**src/rtl/timer_core_if.sv**
```systemverilog
// timer_core_if
//   Bundles the per-channel control/value fields exchanged between the timer
//   register block (master) and the counter engine timer_core (slave).
//   master: drives the i_* configuration fields, reads back o_* status.
//   slave : consumes the i_* fields, drives the o_* counts/pulses/flags.
interface timer_core_if;
    logic        i_cnt0_en;
    logic        i_cnt0_reload;
    logic        i_cnt0_count_up;
    logic [31:0] i_cnt0_load_value;
    logic [31:0] i_cnt0_compare_value;
    logic [31:0] o_cnt0_value;
    logic        o_cnt0_match;
    logic        o_cnt0_done;

    logic        i_cnt1_en;
    logic        i_cnt1_reload;
    logic        i_cnt1_count_up;
    logic [31:0] i_cnt1_load_value;
    logic [31:0] i_cnt1_compare_value;
    logic        i_cnt1_src;
    logic [31:0] o_cnt1_value;
    logic        o_cnt1_match;
    logic        o_cnt1_done;

    modport master (
        output i_cnt0_en, i_cnt0_reload, i_cnt0_count_up,
        output i_cnt0_load_value, i_cnt0_compare_value,
        input  o_cnt0_value, o_cnt0_match, o_cnt0_done,
        output i_cnt1_en, i_cnt1_reload, i_cnt1_count_up,
        output i_cnt1_load_value, i_cnt1_compare_value, i_cnt1_src,
        input  o_cnt1_value, o_cnt1_match, o_cnt1_done
    );

    modport slave (
        input  i_cnt0_en, i_cnt0_reload, i_cnt0_count_up,
        input  i_cnt0_load_value, i_cnt0_compare_value,
        output o_cnt0_value, o_cnt0_match, o_cnt0_done,
        input  i_cnt1_en, i_cnt1_reload, i_cnt1_count_up,
        input  i_cnt1_load_value, i_cnt1_compare_value, i_cnt1_src,
        output o_cnt1_value, o_cnt1_match, o_cnt1_done
    );
endinterface

```
**src/rtl/timer_core.sv**
```systemverilog
// timer_core
//   Two 32-bit counter channels with compare-match pulses, auto-reload and
//   done flags. Channel 1 can be cascaded to tick on channel 0 matches.
//   Ports:
//     clk - single clock
//     rst - synchronous, active-high reset
//     bus - timer_core_if.slave carrying all channel config and status
//   All outputs are registered.

// timer_channel: one counter channel; tick qualifies RUN-state counting.
module timer_channel (
    input  logic        clk,
    input  logic        rst,
    input  logic        en,
    input  logic        reload,
    input  logic        count_up,
    input  logic        tick,
    input  logic [31:0] load_value,
    input  logic [31:0] compare_value,
    output logic [31:0] value,
    output logic        match,
    output logic        done
);
    typedef enum logic [1:0] {
        ST_IDLE = 2'd0,
        ST_LOAD = 2'd1,
        ST_RUN  = 2'd2,
        ST_DONE = 2'd3
    } state_e;

    state_e      state_q;
    state_e      state_d;
    state_e      state_cur_s;
    logic        en_prev_q;
    logic [31:0] value_q;
    logic [31:0] value_d;
    logic        match_q;
    logic        match_d;
    logic        done_q;
    logic        done_d;
    logic        hit_s;

    assign hit_s = (value_q == compare_value);

    // Effective current state: the cycle in which en is seen rising while idle
    // is the LOAD cycle, so the load lands at that edge and counting starts
    // at the following one. en_prev_q resets to 1 so an en held high through
    // reset does not trigger a load until it is toggled.
    always_comb begin
        if ((state_q == ST_IDLE) && en && !en_prev_q) begin
            state_cur_s = ST_LOAD;
        end else begin
            state_cur_s = state_q;
        end
    end

    // State and output registers.
    always_ff @(posedge clk) begin
        if (rst) begin
            state_q   <= ST_IDLE;
            en_prev_q <= 1'b1;
            value_q   <= 32'd0;
            match_q   <= 1'b0;
            done_q    <= 1'b0;
        end else begin
            state_q   <= state_d;
            en_prev_q <= en;
            value_q   <= value_d;
            match_q   <= match_d;
            done_q    <= done_d;
        end
    end

    // Next-state logic; en low wins over everything, including a match.
    always_comb begin
        state_d = state_cur_s;
        if (!en) begin
            state_d = ST_IDLE;
        end else begin
            case (state_cur_s)
                ST_IDLE: state_d = ST_IDLE;
                ST_LOAD: state_d = ST_RUN;
                ST_RUN: begin
                    if (tick && hit_s && !reload) begin
                        state_d = ST_DONE;
                    end else begin
                        state_d = ST_RUN;
                    end
                end
                ST_DONE: state_d = ST_DONE;
                default: state_d = ST_IDLE;
            endcase
        end
    end

    // Output/datapath logic for value, match pulse and done flag.
    always_comb begin
        value_d = value_q;
        match_d = 1'b0;
        done_d  = done_q;
        if (!en) begin
            done_d = 1'b0;
        end else begin
            case (state_cur_s)
                ST_IDLE: done_d = 1'b0;
                ST_LOAD: begin
                    value_d = load_value;
                    done_d  = 1'b0;
                end
                ST_RUN: begin
                    if (tick) begin
                        if (hit_s) begin
                            match_d = 1'b1;
                            if (reload) begin
                                value_d = load_value;
                            end else begin
                                done_d = 1'b1;
                            end
                        end else if (count_up) begin
                            value_d = value_q + 32'd1;
                        end else begin
                            value_d = value_q - 32'd1;
                        end
                    end else begin
                        value_d = value_q;
                    end
                end
                ST_DONE: done_d = 1'b1;
                default: begin
                    value_d = value_q;
                    done_d  = 1'b0;
                end
            endcase
        end
    end

    assign value = value_q;
    assign match = match_q;
    assign done  = done_q;
endmodule

// timer_core: two channels, channel 1 optionally ticked by channel 0's
// registered match pulse.
module timer_core (
    input  logic         clk,
    input  logic         rst,
    timer_core_if.slave  bus
);
    logic [31:0] cnt0_value_s;
    logic        cnt0_match_s;
    logic        cnt0_done_s;
    logic [31:0] cnt1_value_s;
    logic        cnt1_match_s;
    logic        cnt1_done_s;
    logic        cnt1_tick_s;

    assign cnt1_tick_s = bus.i_cnt1_src ? cnt0_match_s : 1'b1;

    timer_channel u_ch0 (
        .clk           (clk),
        .rst           (rst),
        .en            (bus.i_cnt0_en),
        .reload        (bus.i_cnt0_reload),
        .count_up      (bus.i_cnt0_count_up),
        .tick          (1'b1),
        .load_value    (bus.i_cnt0_load_value),
        .compare_value (bus.i_cnt0_compare_value),
        .value         (cnt0_value_s),
        .match         (cnt0_match_s),
        .done          (cnt0_done_s)
    );

    timer_channel u_ch1 (
        .clk           (clk),
        .rst           (rst),
        .en            (bus.i_cnt1_en),
        .reload        (bus.i_cnt1_reload),
        .count_up      (bus.i_cnt1_count_up),
        .tick          (cnt1_tick_s),
        .load_value    (bus.i_cnt1_load_value),
        .compare_value (bus.i_cnt1_compare_value),
        .value         (cnt1_value_s),
        .match         (cnt1_match_s),
        .done          (cnt1_done_s)
    );

    assign bus.o_cnt0_value = cnt0_value_s;
    assign bus.o_cnt0_match = cnt0_match_s;
    assign bus.o_cnt0_done  = cnt0_done_s;
    assign bus.o_cnt1_value = cnt1_value_s;
    assign bus.o_cnt1_match = cnt1_match_s;
    assign bus.o_cnt1_done  = cnt1_done_s;
endmodule

```
**src/flat_wrapper.sv**
```systemverilog
// flat-port wrapper written by rule: the top's interface ports become plain ports
module timer_core_flat 
  (clk, rst, bus_i_cnt0_en, bus_i_cnt0_reload, bus_i_cnt0_count_up, bus_i_cnt0_load_value, bus_i_cnt0_compare_value, bus_o_cnt0_value, bus_o_cnt0_match, bus_o_cnt0_done, bus_i_cnt1_en, bus_i_cnt1_reload, bus_i_cnt1_count_up, bus_i_cnt1_load_value, bus_i_cnt1_compare_value, bus_i_cnt1_src, bus_o_cnt1_value, bus_o_cnt1_match, bus_o_cnt1_done);
  timer_core_if bus_i ();
  input  logic clk;
  input  logic rst;
  input wire logic [$bits(bus_i.i_cnt0_en)-1:0] bus_i_cnt0_en;
  input wire logic [$bits(bus_i.i_cnt0_reload)-1:0] bus_i_cnt0_reload;
  input wire logic [$bits(bus_i.i_cnt0_count_up)-1:0] bus_i_cnt0_count_up;
  input wire logic [$bits(bus_i.i_cnt0_load_value)-1:0] bus_i_cnt0_load_value;
  input wire logic [$bits(bus_i.i_cnt0_compare_value)-1:0] bus_i_cnt0_compare_value;
  output wire logic [$bits(bus_i.o_cnt0_value)-1:0] bus_o_cnt0_value;
  output wire logic [$bits(bus_i.o_cnt0_match)-1:0] bus_o_cnt0_match;
  output wire logic [$bits(bus_i.o_cnt0_done)-1:0] bus_o_cnt0_done;
  input wire logic [$bits(bus_i.i_cnt1_en)-1:0] bus_i_cnt1_en;
  input wire logic [$bits(bus_i.i_cnt1_reload)-1:0] bus_i_cnt1_reload;
  input wire logic [$bits(bus_i.i_cnt1_count_up)-1:0] bus_i_cnt1_count_up;
  input wire logic [$bits(bus_i.i_cnt1_load_value)-1:0] bus_i_cnt1_load_value;
  input wire logic [$bits(bus_i.i_cnt1_compare_value)-1:0] bus_i_cnt1_compare_value;
  input wire logic [$bits(bus_i.i_cnt1_src)-1:0] bus_i_cnt1_src;
  output wire logic [$bits(bus_i.o_cnt1_value)-1:0] bus_o_cnt1_value;
  output wire logic [$bits(bus_i.o_cnt1_match)-1:0] bus_o_cnt1_match;
  output wire logic [$bits(bus_i.o_cnt1_done)-1:0] bus_o_cnt1_done;
  assign bus_i.i_cnt0_en = bus_i_cnt0_en;
  assign bus_i.i_cnt0_reload = bus_i_cnt0_reload;
  assign bus_i.i_cnt0_count_up = bus_i_cnt0_count_up;
  assign bus_i.i_cnt0_load_value = bus_i_cnt0_load_value;
  assign bus_i.i_cnt0_compare_value = bus_i_cnt0_compare_value;
  assign bus_o_cnt0_value = bus_i.o_cnt0_value;
  assign bus_o_cnt0_match = bus_i.o_cnt0_match;
  assign bus_o_cnt0_done = bus_i.o_cnt0_done;
  assign bus_i.i_cnt1_en = bus_i_cnt1_en;
  assign bus_i.i_cnt1_reload = bus_i_cnt1_reload;
  assign bus_i.i_cnt1_count_up = bus_i_cnt1_count_up;
  assign bus_i.i_cnt1_load_value = bus_i_cnt1_load_value;
  assign bus_i.i_cnt1_compare_value = bus_i_cnt1_compare_value;
  assign bus_i.i_cnt1_src = bus_i_cnt1_src;
  assign bus_o_cnt1_value = bus_i.o_cnt1_value;
  assign bus_o_cnt1_match = bus_i.o_cnt1_match;
  assign bus_o_cnt1_done = bus_i.o_cnt1_done;
  timer_core u_core (.clk(clk), .rst(rst), .bus(bus_i));
endmodule
```
**config.mk**
```make
export PLATFORM = sky130hd
export DESIGN_NAME = timer_core_flat
export DESIGN_NICKNAME = d
export VERILOG_FILES = /design/src/rtl/timer_core_if.sv /design/src/rtl/timer_core.sv /design/src/flat_wrapper.sv
export SDC_FILE = /design/constraint.sdc
export NUM_CORES = 1
export LEC_CHECK = 0
export CORE_MARGIN = 5
export CORE_UTILIZATION = 45
export CTS_BUF_LIST = sky130_fd_sc_hd__clkbuf_4
export CTS_CLUSTER_SIZE = 12
export DETAILED_ROUTE_END_ITERATION = 16
export PLACE_DENSITY = 0.77
export SYNTH_ARGS = -nofsm -noshare
export SYNTH_HDL_FRONTEND = slang
export SYNTH_SLANG_ARGS = --single-unit
```
**constraint.sdc**
```tcl
create_clock -name clk -period 11.3 [get_ports clk]
set_input_delay 2.825 -clock clk [delete_from_list [all_inputs] [get_ports clk]]
set_output_delay 2.825 -clock clk [all_outputs]
set_load 0.1 [all_outputs]
```
==> summary by stage, run 1 <==
Clocking
The number of hold buffers added after CTS was 0. Once the clock tree was built, the resizer swapped 0 gates to a different size. The worst-case clock buffer depth is 2.

The CTS H-tree depth is 3. For the worst-skew pair, the clock arrives at the later sink with an insertion delay of roughly 0.48 ns. TritonCTS created 9 clock buffers. TritonCTS built the clock tree. The clock drives 74 sinks. Clock tree synthesis selected as its root buffer the cell sky130_fd_sc_hd__clkbuf_4. The clock slew at the register clock pins of the worst setup and hold paths is 0.13 ns.

The post-CTS setup buffer count is 0.

Setup path
At the worst endpoint, the arrival time is approximately 7.0 ns. The type of the setup path with the least slack is in -> reg. The cell with the biggest individual delay on the critical path is sky130_fd_sc_hd__inv_1. Of all nets on the critical path, the largest fanout is 31. STA puts the critical path data required time at ~12 ns. In this run the critical register-to-register path is launched from u_core.u_ch0.value[0]$_SDFFE_PP0P_. The largest stage delay on the critical path is 0.78 ns. The worst setup path is captured at a register. Walking the worst path, the cells encountered are clkdlybuf4s50_1 -> inv_1 -> ha_1 -> a21o_1 -> a211oi_1 -> a211oi_1 -> o22ai_1 -> o31a_1 -> o21ai_1 -> a311oi_1 -> xnor2_1 -> mux2i_1 -> a211oi_1. The worst setup path is launched from an input pin. In this design, the critical path's most frequently occurring cell is sky130_fd_sc_hd__a211oi_1. The critical path launch point is bus_i_cnt0_count_up.

The depth of the worst register-to-register path is 13.

Route
The remaining design rule violation count is 0. Dividing the detail-routed wire length by the instance count gives approximately 18 µm. The total wire length is ~23000 µm. The count of vias placed by the detailed router is 7298. In this run the remaining antenna-violating nets after routing total 0. The pre-antenna-repair detailed-routing pass consisted of 5 iterations. The detailed router's first-iteration violation count is 524. The mean number of vias per cell is 5.75.

Worst hold path
Along the worst hold path, the cell count comes to 1. The classification of the worst-slack hold path is reg -> reg. The launch point of the worst hold path is u_core.u_ch1.done$_SDFFE_PP0P_.

Synth
The synthesized area divided by synthesized cell count is 7.80 µm². The cell count after synthesis is 895. The post-synthesis async set-or-reset flop share is 0%. The mapped netlist covers 6990 µm². The yosys synthesis warning count is 0. The unique cell type count in the Yosys netlist is 61. Sequential elements use 21.2% of the synthesized area. The post-synth net total is between 1000 and 1500.

After synthesis the netlist holds a flip-flop and latch count of 74. For this run, the leading register cell type out of synthesis is sky130_fd_sc_hd__dfxtp_1. In this run, synthesis inferred 0 flip-flops with an integrated enable.

Finish
Leaving out fill and tap cells, the most frequent cell in the layout is sky130_fd_sc_hd__clkdlybuf4s50_1. The sequential standard cell area is 1480 µm². The total area of multi-input combinational cells is 5310 µm². In the layout the commonest cells are 203 x sky130_fd_sc_hd__clkdlybuf4s50_1, 101 x sky130_fd_sc_hd__xnor2_1, 98 x sky130_fd_sc_hd__nor2_1.

Compared with the post-synthesis result, the final layout area differs by 33.7%. After filler insertion, the fill cell instance count of the layout stands at 1410. The share of the core filled with cells is between 60 and 70%.

The area of all placed cells without fillers is 9340 µm². For this run, the post-layout net count is 1274. The layout cell share with drive strength beyond 1 is 3.15%.

GRT
The number of global-route vias before repair came to 6846. The initial antenna violation count is 1. Entering global routing, the biggest net connects 77 pins. The first-pass GRT wire length is 35400 µm. Global routing used 24.2% of the available tracks across all layers. The global route total overflow is 0.

Die
The area of the core is 15200 µm². The die area is roughly 18000 µm². For this configuration, the core starts out at a cell density of 46.0%. The number of placement rows is 45.

The die extent in x is 135 µm. From bottom edge to top edge, the die measures 135 µm. For this design the top-level I/O count stands at 205.

Timing
The post-route clock period utilization is 58.1%. The minimum hold slack is 0.476 ns. Timing would allow up to around 150 MHz. The setup TNS is 0 ns. Setup repair after global routing left no endpoint under its margin. The transition time at the pin with the least slew margin is roughly 1.0 ns.

The final clock skew is 0.0327 ns. The number of max-slew violations in the final report is 0. Subtracting the final worst setup slack from the clock period gives 6.56 ns. Setup violations remaining at the end of the flow were counted as 0.

The final hold violation count is 0. The worst pin sits at a relative slew slack of 29.8%.

Run status
The run finished with clean final reports.

Pwr
The worst-case IR drop observed on VDD is 0.0554 mV. Dividing total power by cell area gives a power density of 100 nW/µm². Overall power consumption after layout is estimated at 0.936 mW.

The leakage power total is 3.70 nW.

Placement
The estimated wirelength of the detail-placed design is roughly 18000 µm. The count of buffers inserted at the top-level ports is 204. The last weighted congestion value of the routability-driven placer is between 0.9 and 1. The instance area at placement is 9170 µm².

Job
Across the run, the number of max-cap violations was 0.
[synth_stat cells (5+ instances only)]
library cell | count | area [µm²]
sky130_fd_sc_hd__a211oi_1 | 42 | 315
sky130_fd_sc_hd__a21o_1 | 38 | 285
sky130_fd_sc_hd__a21oi_1 | 60 | 300
sky130_fd_sc_hd__a311oi_1 | 20 | 175
sky130_fd_sc_hd__a31oi_1 | 10 | 62.6
sky130_fd_sc_hd__and3_1 | 8 | 50.1
sky130_fd_sc_hd__and3b_1 | 5 | 43.8
sky130_fd_sc_hd__clkbuf_1 | 37 | 139
sky130_fd_sc_hd__dfxtp_1 | 74 | 1480
sky130_fd_sc_hd__ha_1 | 60 | 751
sky130_fd_sc_hd__inv_1 | 19 | 71.3
sky130_fd_sc_hd__mux2i_1 | 27 | 270
sky130_fd_sc_hd__nand2_1 | 85 | 319
sky130_fd_sc_hd__nand2b_1 | 13 | 81.3
sky130_fd_sc_hd__nand3_1 | 11 | 55.1
sky130_fd_sc_hd__nand3b_1 | 5 | 37.5
sky130_fd_sc_hd__nand4_1 | 21 | 131
sky130_fd_sc_hd__nor2_1 | 98 | 368
sky130_fd_sc_hd__nor2b_1 | 8 | 50.1
sky130_fd_sc_hd__nor3_1 | 11 | 55.1
sky130_fd_sc_hd__o211ai_1 | 5 | 37.5
sky130_fd_sc_hd__o21a_1 | 7 | 52.6
sky130_fd_sc_hd__o21ai_0 | 20 | 100
sky130_fd_sc_hd__o21ai_1 | 16 | 80.1
sky130_fd_sc_hd__o21bai_1 | 9 | 67.6
sky130_fd_sc_hd__o22ai_1 | 5 | 31.3
sky130_fd_sc_hd__xnor2_1 | 101 | 885
sky130_fd_sc_hd__xor2_1 | 17 | 149
[state kept, by name, summed over array words and instances, names as in the netlist]
name                    cells
u_core.u_ch0.en_prev_q      1
u_core.u_ch1.en_prev_q      1
u_core.u_ch0.done           1
u_core.u_ch1.state_q        2
u_core.u_ch0.value         32
u_core.u_ch1.value         32
u_core.u_ch0.match          1
u_core.u_ch1.match          1
u_core.u_ch0.state_q        2
u_core.u_ch1.done           1
[through the flow]
step	cells	worst slack [ns]
floorplan	895	5.31
global placement	1252	4.41
detailed placement	1252	4.23
CTS	1268	4.78
global route	1270	4.42
finish	1270	4.74
[worst max-delay path: cells and delay by family]
family	cells	cell delay (ns)
adders and majority gates	1	0.45
xor gates and xnor gates	1	0.17
buffers and inverters	2	1.23
muxes	1	0.09
AOI/OAI and AO/OA	8	2.17
[layout make-up]
class | count | area share, %
multi-input cells | 762 | 56.8
repair buffers | 209 | 22.2
flip-flops and latches | 74 | 15.9
diodes | 2 | 0.0536
clock buffers | 9 | 0.723
clock inverters | 7 | 1.07
inverters | 19 | 0.763
well taps | 188 | 2.52
[power by group]
| group | switching (mW) | total, mW | leakage, nW | internal (mW) |
|---|---|---|---|---|
| Clock | 0.113 | 0.205 | 0.0861 | 0.0915 |
| Sequential | 0.0240 | 0.300 | 0.606 | 0.276 |
| Combinational | 0.261 | 0.431 | 3.01 | 0.171 |
| Total | 0.398 | 0.936 | 3.70 | 0.538 |
[logic make-up (layout without fill, tap and decap cells)]
group	Yosys count	in the layout	synth area share, %
AOI/OAI and AO/OA	265	265	26.0
muxes	28	28	4.03
adders and majority gates	62	62	11.3
DFF	74	74	21.2
buffers and inverters	59	244	3.17
xor gates and xnor gates	118	118	14.8
other	0	2	0
and+or+nand+nor	289	289	19.5
[per-layer routing]
layer	part of all wire [%]	vias to the layer above	global-route usage, %
met1	45	3353	31.5
met2	46	267	40.2
li1	-	3639	-
met5	0	-	0
met3	6.8	39	4.84
met4	2.5	0	8.26
[path summary, 6_finish.rpt]
path	to	slack, ns
setup / recovery	u_core.u_ch0.value[26]$_SDFFE_PP0P_	4.74
hold / removal	u_core.u_ch1.done$_SDFFE_PP0P_	0.48
setup reg to reg	u_core.u_ch0.value[28]$_SDFFE_PP0P_	7.80
hold reg to reg	u_core.u_ch1.done$_SDFFE_PP0P_	0.48
(Power assumes the default switching activity.)
==> inputs of run 2 (changes only) <==
--- a/config.mk
+++ b/config.mk
@@ -10,7 +10,7 @@
 export CTS_BUF_LIST = sky130_fd_sc_hd__clkbuf_4
 export CTS_CLUSTER_SIZE = 12
 export DETAILED_ROUTE_END_ITERATION = 16
-export PLACE_DENSITY = 0.77
+export PLACE_DENSITY = 0.8
 export SYNTH_ARGS = -nofsm -noshare
 export SYNTH_HDL_FRONTEND = slang
 export SYNTH_SLANG_ARGS = --single-unit
==> constraint.sdc (replaced) <==
create_clock -name clk -period 5.3 [get_ports clk]
set_input_delay 1.325 -clock clk [delete_from_list [all_inputs] [get_ports clk]]
set_output_delay 1.325 -clock clk [all_outputs]
set_load 0.1 [all_outputs]
==> summary by stage, run 2 (synthesized netlist as in run 1, its figures left out) <==
Run status
The flow ran to the end, and the final reports show no timing, DRC or antenna violations.

Route
In this run the remaining antenna-violating nets after routing total 0. The detailed router's first-iteration violation count is ~480. After detailed routing, the number of vias per cell comes to about 5.8. The length of the first detailed-routing pass in iterations is 5.

After detailed routing, the total wire length is 23100 µm. The count of vias placed by the detailed router is about 7400. For this run, design rule violations remaining after detail routing come to 0. Wire segments on met3 add up to 1680 µm in the final route. For this block, wires on met1 add up to 9890 µm. After detailed routing, the met2 layer carries 11000 µm of wire. Routed signal wires occupy layers up through met4.

The per-cell routed wire length is 18.1 µm.

Pwr
The clock share of power is 19.6%. Internal power comes to 1.11 mW. Per report_power, the combinational group accounts for 47.6% of the total.

Sequential cells burn 32.8% of the power. The maximum vdd ir drop is 0.141 mV. The total net switching power is 0.840 mW. Net switching is 43.1% of the power. Dividing total power by cell area gives a power density of roughly 210 nW/µm². The leakage power total is 3.70 nW.

Die
The effective utilization at floorplan is 46.0%. The floorplan step defined a core boundary enclosing 15200 µm². The die is roughly 130 µm wide. The total I/O pin count is 205. The die covers 18100 µm².

The number of placement rows is 45. The vertical extent of the die is between 100 and 150 µm.

Timing
Dividing the final minimum period by the clock period gives 86.6%. Setup repair after global routing left no endpoint under its margin. The final clock skew is 0.0238 ns. The final hold violation count came to 0. The number of max-slew violations in the final report is 0. Setup violations remaining at the end of the flow were counted as 0. Final hold analysis gives a worst-case slack of 0.500 ns. For this run, the top clock speed supported by timing is between 200 and 250 MHz. Headroom to the max-slew limit came out at 30.5%.

Adding up every negative setup slack in the final design gives 0 ns. The transition time at the pin with the least slew margin is between 1 and 1.5 ns. The clock period minus final worst setup slack is 4.59 ns.

Finish
The growth of design area from synthesis to finish is 33.7%. The share of the core filled with cells is 61.4%. The number of standard cells in the layout, taps in and fillers out is 1273. The layout cell share with drive strength beyond 1 is 3.60%.

The top cell types in the final layout, fill and taps aside, are 203 x sky130_fd_sc_hd__clkdlybuf4s50_1, 101 x sky130_fd_sc_hd__xnor2_1, 98 x sky130_fd_sc_hd__nor2_1. At the end of the flow, the number of nets in the layout was between 1000 and 1500. Leaving out fill and tap cells, the most frequent cell in the layout is sky130_fd_sc_hd__clkdlybuf4s50_1.

Job
The tool flagged a number of max-cap violations equal to 0.

Clocking
The post-cts hold buffer count is 0. The TritonCTS buffer count is 9. At the later pin of the worst-skew pair, clock insertion delay measures 0.49 ns. The CTS H-tree depth is 3. TritonCTS built the clock tree. Counting every sink on the clock net gives 74. The cell at the root of the clock tree is sky130_fd_sc_hd__clkbuf_4.

Gates resized during post-CTS repair numbered 0. Clock-pin slew was measured on the worst setup and hold paths at 0.14 ns. Post-CTS timing repair inserted 0 buffers for setup. The worst-case clock buffer depth is 2.

Setup path
The number of cells on the worst reg-to-reg path is 13. The worst setup path is captured at a register. The type of origin of the critical path is an input pin. Traced cell by cell, the critical path runs through clkdlybuf4s50_1 -> inv_1 -> ha_1 -> nand2b_1 -> a21oi_1 -> a211oi_1 -> a211oi_1 -> o22ai_1 -> o31a_1 -> o21ai_1 -> a311oi_1 -> xnor2_1 -> mux2i_1 -> a211oi_1. The library cell appearing most often on the critical path is sky130_fd_sc_hd__a211oi_1. The largest stage delay on the critical path is 0.44 ns. Across all register-to-register paths, the minimum setup slack is 1.87 ns.

Tracing the worst setup path back leads to its startpoint at bus_i_cnt0_count_up. The type of the setup path with the least slack is in -> reg. Along the worst path, the maximum fanout reaches 16. The largest individual stage delay along the critical path comes from the cell sky130_fd_sc_hd__clkdlybuf4s50_1.

At the worst endpoint, the arrival time is 4.99 ns. The origin of the critical flop-to-flop path is u_core.u_ch0.value[0]$_SDFFE_PP0P_. For the worst setup path, the data required time is 5.71 ns.

Placement
In this run, placement finished with an instance count of 1256. The last weighted congestion value of the routability-driven placer is 0.952. The count of buffers inserted at the top-level ports is 204. The estimated wirelength of the detail-placed design is between 15000 and 20000 µm.

Worst hold path
The launch point of the worst hold path is u_core.u_ch1.done$_SDFFE_PP0P_. The worst hold path cell count is 1. The min-delay analysis places its worst path in the category reg -> reg.

GRT
For this run, the total global-route usage over all layers was measured as between 20% and 30%. The number of global-route vias before repair is 7191. The initial antenna violation count is 1. Entering global routing, the biggest net connects 66 pins. The first-pass GRT wire length is 36800 µm. After global routing the overflow that remains totals 0.
run 2: final cells by class:
class / count / area, µm²
inverter: 19 / 71.3
fill: 1347 / 5860
tap: 188 / 235
sequential: 74 / 1480
clock inverter: 5 / 55.1
multi-input combinational: 762 / 5310
antenna: 1 / 2.50
clock buffer: 11 / 82.6
timing repair buffer: 213 / 2100
run 2: metal layers:
metal  global-route usage (%)  vias up
li1                         -     3642
met1                     31.2     3454
met2                     42.8      280
met3                     5.03       30
met4                     8.26        0
met5                        0        -
run 2: path summary, 6_finish.rpt:
| path | end |
|---|---|
| setup / recovery | u_core.u_ch0.value[26]$_SDFFE_PP0P_ |
| hold / removal | u_core.u_ch1.done$_SDFFE_PP0P_ |
| setup reg to reg | u_core.u_ch0.value[26]$_SDFFE_PP0P_ |
| hold reg to reg | u_core.u_ch1.done$_SDFFE_PP0P_ |
run 2: power by group through the flow:
stage | logic, mW | registers, mW | clock network, mW
2_1_floorplan | 0.430 | 0.847 | 0
3_3_place_gp | 0.905 | 0.650 | 0
3_5_place_dp | 0.917 | 0.650 | 0
4_1_cts | 0.922 | 0.638 | 0.390
5_1_grt | 0.991 | 0.644 | 0.407
6_report | 0.927 | 0.639 | 0.381
run 2: worst max-delay path, delay by kind of cell:
kind / cells / cell delay (ns)
multiplexers: 1 / 0.11
AND/OR/NAND/NOR: 1 / 0.14
AO/OA/AOI/OAI: 8 / 1.97
adder cells (fa/ha/maj): 1 / 0.39
buffers and inverters: 2 / 0.88
XOR/XNOR: 1 / 0.18
run 2: per-stage QoR:
stage	total power, mW	cell area (µm²)	worst slack, ns
after floorplan	1.28	6990	0.813
after global placement	1.55	9200	0.464
after detailed placement	1.57	9200	0.275
after CTS	1.95	9340	0.810
after global routing	2.04	9340	0.466
final	1.95	9340	0.712
==> inputs of run 3 (changes only) <==
--- a/config.mk
+++ b/config.mk
@@ -10,7 +10,8 @@
 export CTS_BUF_LIST = sky130_fd_sc_hd__clkbuf_4
 export CTS_CLUSTER_SIZE = 12
 export DETAILED_ROUTE_END_ITERATION = 16
-export PLACE_DENSITY = 0.8
+export PLACE_DENSITY = 0.77
+export SKIP_LAST_GASP = 1
 export SYNTH_ARGS = -nofsm -noshare
 export SYNTH_HDL_FRONTEND = slang
 export SYNTH_SLANG_ARGS = --single-unit
==> constraint.sdc (replaced) <==
create_clock -name clk -period 5.1 [get_ports clk]
set_input_delay 1.275 -clock clk [delete_from_list [all_inputs] [get_ports clk]]
set_output_delay 1.275 -clock clk [all_outputs]
set_load 0.1 [all_outputs]
==> summary by stage, run 3 (synthesized netlist as in run 1, its figures left out) <==
Setup path
The highest net fanout along the worst path is 15. STA classifies the critical path endpoint as a register. STA classifies the critical path startpoint as an input pin. The worst setup path is of the in -> reg kind. The critical path data required time is 5.51 ns. The critical path arrival is 4.89 ns. Setup slack on the worst reg-to-reg path comes out at ~1.7 ns.

Finish
The share of the core filled with cells is between 60% and 70%. The library cell used most frequently in the layout, excluding fill and tap cells, is sky130_fd_sc_hd__clkdlybuf4s50_1. The finished cells cover 9390 µm². The growth of design area from synthesis to finish is 34.5%. In the layout the commonest cells are 203 x sky130_fd_sc_hd__clkdlybuf4s50_1, 101 x sky130_fd_sc_hd__xnor2_1, 98 x sky130_fd_sc_hd__nor2_1. The number of standard cells in the layout, taps in and fillers out is 1275. The number of fill cells is 1366. The total number of nets in the final design is 1281. The sequential standard cell area is roughly 1500 µm².

The layout cell share with drive strength beyond 1 is 3.78%. The total area of multi-input combinational cells is around 5300 µm².

Die
The initial utilization of the core area, before any placement, comes to 46.0%. The vertical extent of the die is 135 µm. The die area is 18100 µm².

Pin placement for this block handled 205 I/O pins. The area of the core is 15200 µm². The die extent in x is 135 µm. The floorplan has 45 rows.

GRT
Entering global routing, the biggest net connects 53 pins. The initial antenna violation count is 1. The first-pass GRT wire length is 36600 µm.

The global route total overflow is 0. Global routing used 25.0% of the available tracks across all layers. The number of global-route vias before repair is 7172.

Placement
Once placement finished, the instance area stood at 9230 µm². Prior to clock tree synthesis, the placed netlist has a worst setup slack of 0.176 ns. The HPWL after detailed placement is between 15000 and 20000 µm. The last weighted congestion value of the routability-driven placer is 0.903. Input and output buffers added on the ports amount to just over 200. Including well taps, the total number of placed cells is approximately 1300.

Pwr
The total net switching power is between 0.8 and 0.9 mW. Power spread over the standard cell area amounts to ~220 nW/µm². The clock share of power is about a fifth. The maximum vdd ir drop is ~0.16 mV.

Of the total power, combinational logic draws 46.6%. The switching portion of total power is a little over two fifths. The internal power of the cells is 1.19 mW. The analysis attributes to cell leakage a power of 3.73 nW. In this run, flip-flops and latches consume about 32% of the power.

Clocking
CTS placed an instance of sky130_fd_sc_hd__clkbuf_4 at the clock tree root. The clock latency at the later pin of the worst-skew pair is 0.49 ns. The TritonCTS clock tree is done. The clock slew at the register clock pins of the worst setup and hold paths is 0.14 ns. Post-CTS repair changed the size of 0 cells. Counting the buffers created by CTS gives 9. Buffers added to address setup during post-CTS repair amount to 0. The H-tree was split into 3 levels. In this run, post-CTS hold repair placed 0 buffers. The number of sinks driven by the clock tree is 74.

The clock passes through at most 2 buffers.

Route
The count of nets left with antenna violations once routing finished came out at 0. Summed over all layers, the routed wires come to 23200 µm. The detailed router's first-iteration violation count is 545. The remaining design rule violation count is 0. The per-cell routed wire length is 18.2 µm. The first detailed-routing pass ran for 6 iterations. The count of vias placed by the detailed router is approximately 7400.

After detailed routing, the number of vias per cell comes to 5.79.

Timing
Setup repair after global routing left no endpoint under its margin. For the pin with the worst max-slew slack, the measured transition is 1.01 ns. The final hold violation count came to 0. The clock period minus final worst setup slack is 4.48 ns. Adding up every negative setup slack in the final design gives 0 ns. Setup violations remaining at the end of the flow were counted as 0. The worst slew margin relative to its limit is 32.8%.

The worst setup slack after layout is 0.624 ns. Dividing the final minimum period by the clock period gives 87.8%. The timing-limited maximum frequency is 223 MHz. The number of max-slew violations in the final report is 0. The final clock skew is 0.0298 ns.

Worst hold path
The tightest min-delay check is of the reg -> reg type.

Job
The number of maximum-capacitance violations is 0.

Run status
The run finished with clean final reports.
## run 3: through the flow
stage | power (mW) | hold WS (ns)
2_1_floorplan | 1.33 | 0.432
3_3_place_gp | 1.62 | 0.439
3_5_place_dp | 1.63 | 0.446
4_1_cts | 2.07 | 0.482
5_1_grt | 2.17 | 0.501
6_report | 2.07 | 0.473
## run 3: metal layers
metal  part of all wire (%)  GRT usage [%]
met1                     45           32.6
met5                      0              0
met2                     46           41.3
met4                    2.5           9.05
met3                    6.6           4.73
## run 3: worst paths after layout
check / startpoint / cells after the start / endpoint
min reg2reg: u_core.u_ch1.done$_SDFFE_PP0P_ / 1 / u_core.u_ch1.done$_SDFFE_PP0P_
max reg2reg: u_core.u_ch0.value[0]$_SDFFE_PP0P_ / 13 / u_core.u_ch0.value[28]$_SDFFE_PP0P_
max: bus_i_cnt0_count_up / 13 / u_core.u_ch0.value[26]$_SDFFE_PP0P_
min: u_core.u_ch1.done$_SDFFE_PP0P_ / 1 / u_core.u_ch1.done$_SDFFE_PP0P_
## run 3: cell type report
class | instances | share of cell area, %
multi-input combinational | 762 | 56.5
timing repair buffer | 216 | 22.8
sequential | 74 | 15.8
tap | 188 | 2.50
clock inverter | 6 | 0.959
inverter | 19 | 0.759
clock buffer | 9 | 0.719
antenna | 1 | 0.0266
## run 3: power groups by stage
stage	logic (mW)	clock network [mW]	registers, mW
after global placement	0.945	0	0.676
after detailed placement	0.954	0	0.676
final	0.964	0.440	0.663
after floorplan	0.447	0	0.881
after global routing	1.03	0.473	0.669
after CTS	0.961	0.449	0.663
## run 3: critical path: stages
cell	delay, ns
sky130_fd_sc_hd__clkdlybuf4s50_1	0.44
sky130_fd_sc_hd__inv_1	0.41
sky130_fd_sc_hd__ha_1	0.41
sky130_fd_sc_hd__a21o_1	0.19
sky130_fd_sc_hd__a211oi_1	0.37
sky130_fd_sc_hd__a211oi_1	0.19
sky130_fd_sc_hd__o22ai_1	0.33
sky130_fd_sc_hd__o31a_1	0.23
sky130_fd_sc_hd__o21ai_1	0.12
sky130_fd_sc_hd__a311oi_1	0.42
sky130_fd_sc_hd__xnor2_1	0.17
sky130_fd_sc_hd__mux2i_1	0.09
sky130_fd_sc_hd__a211oi_1	0.25
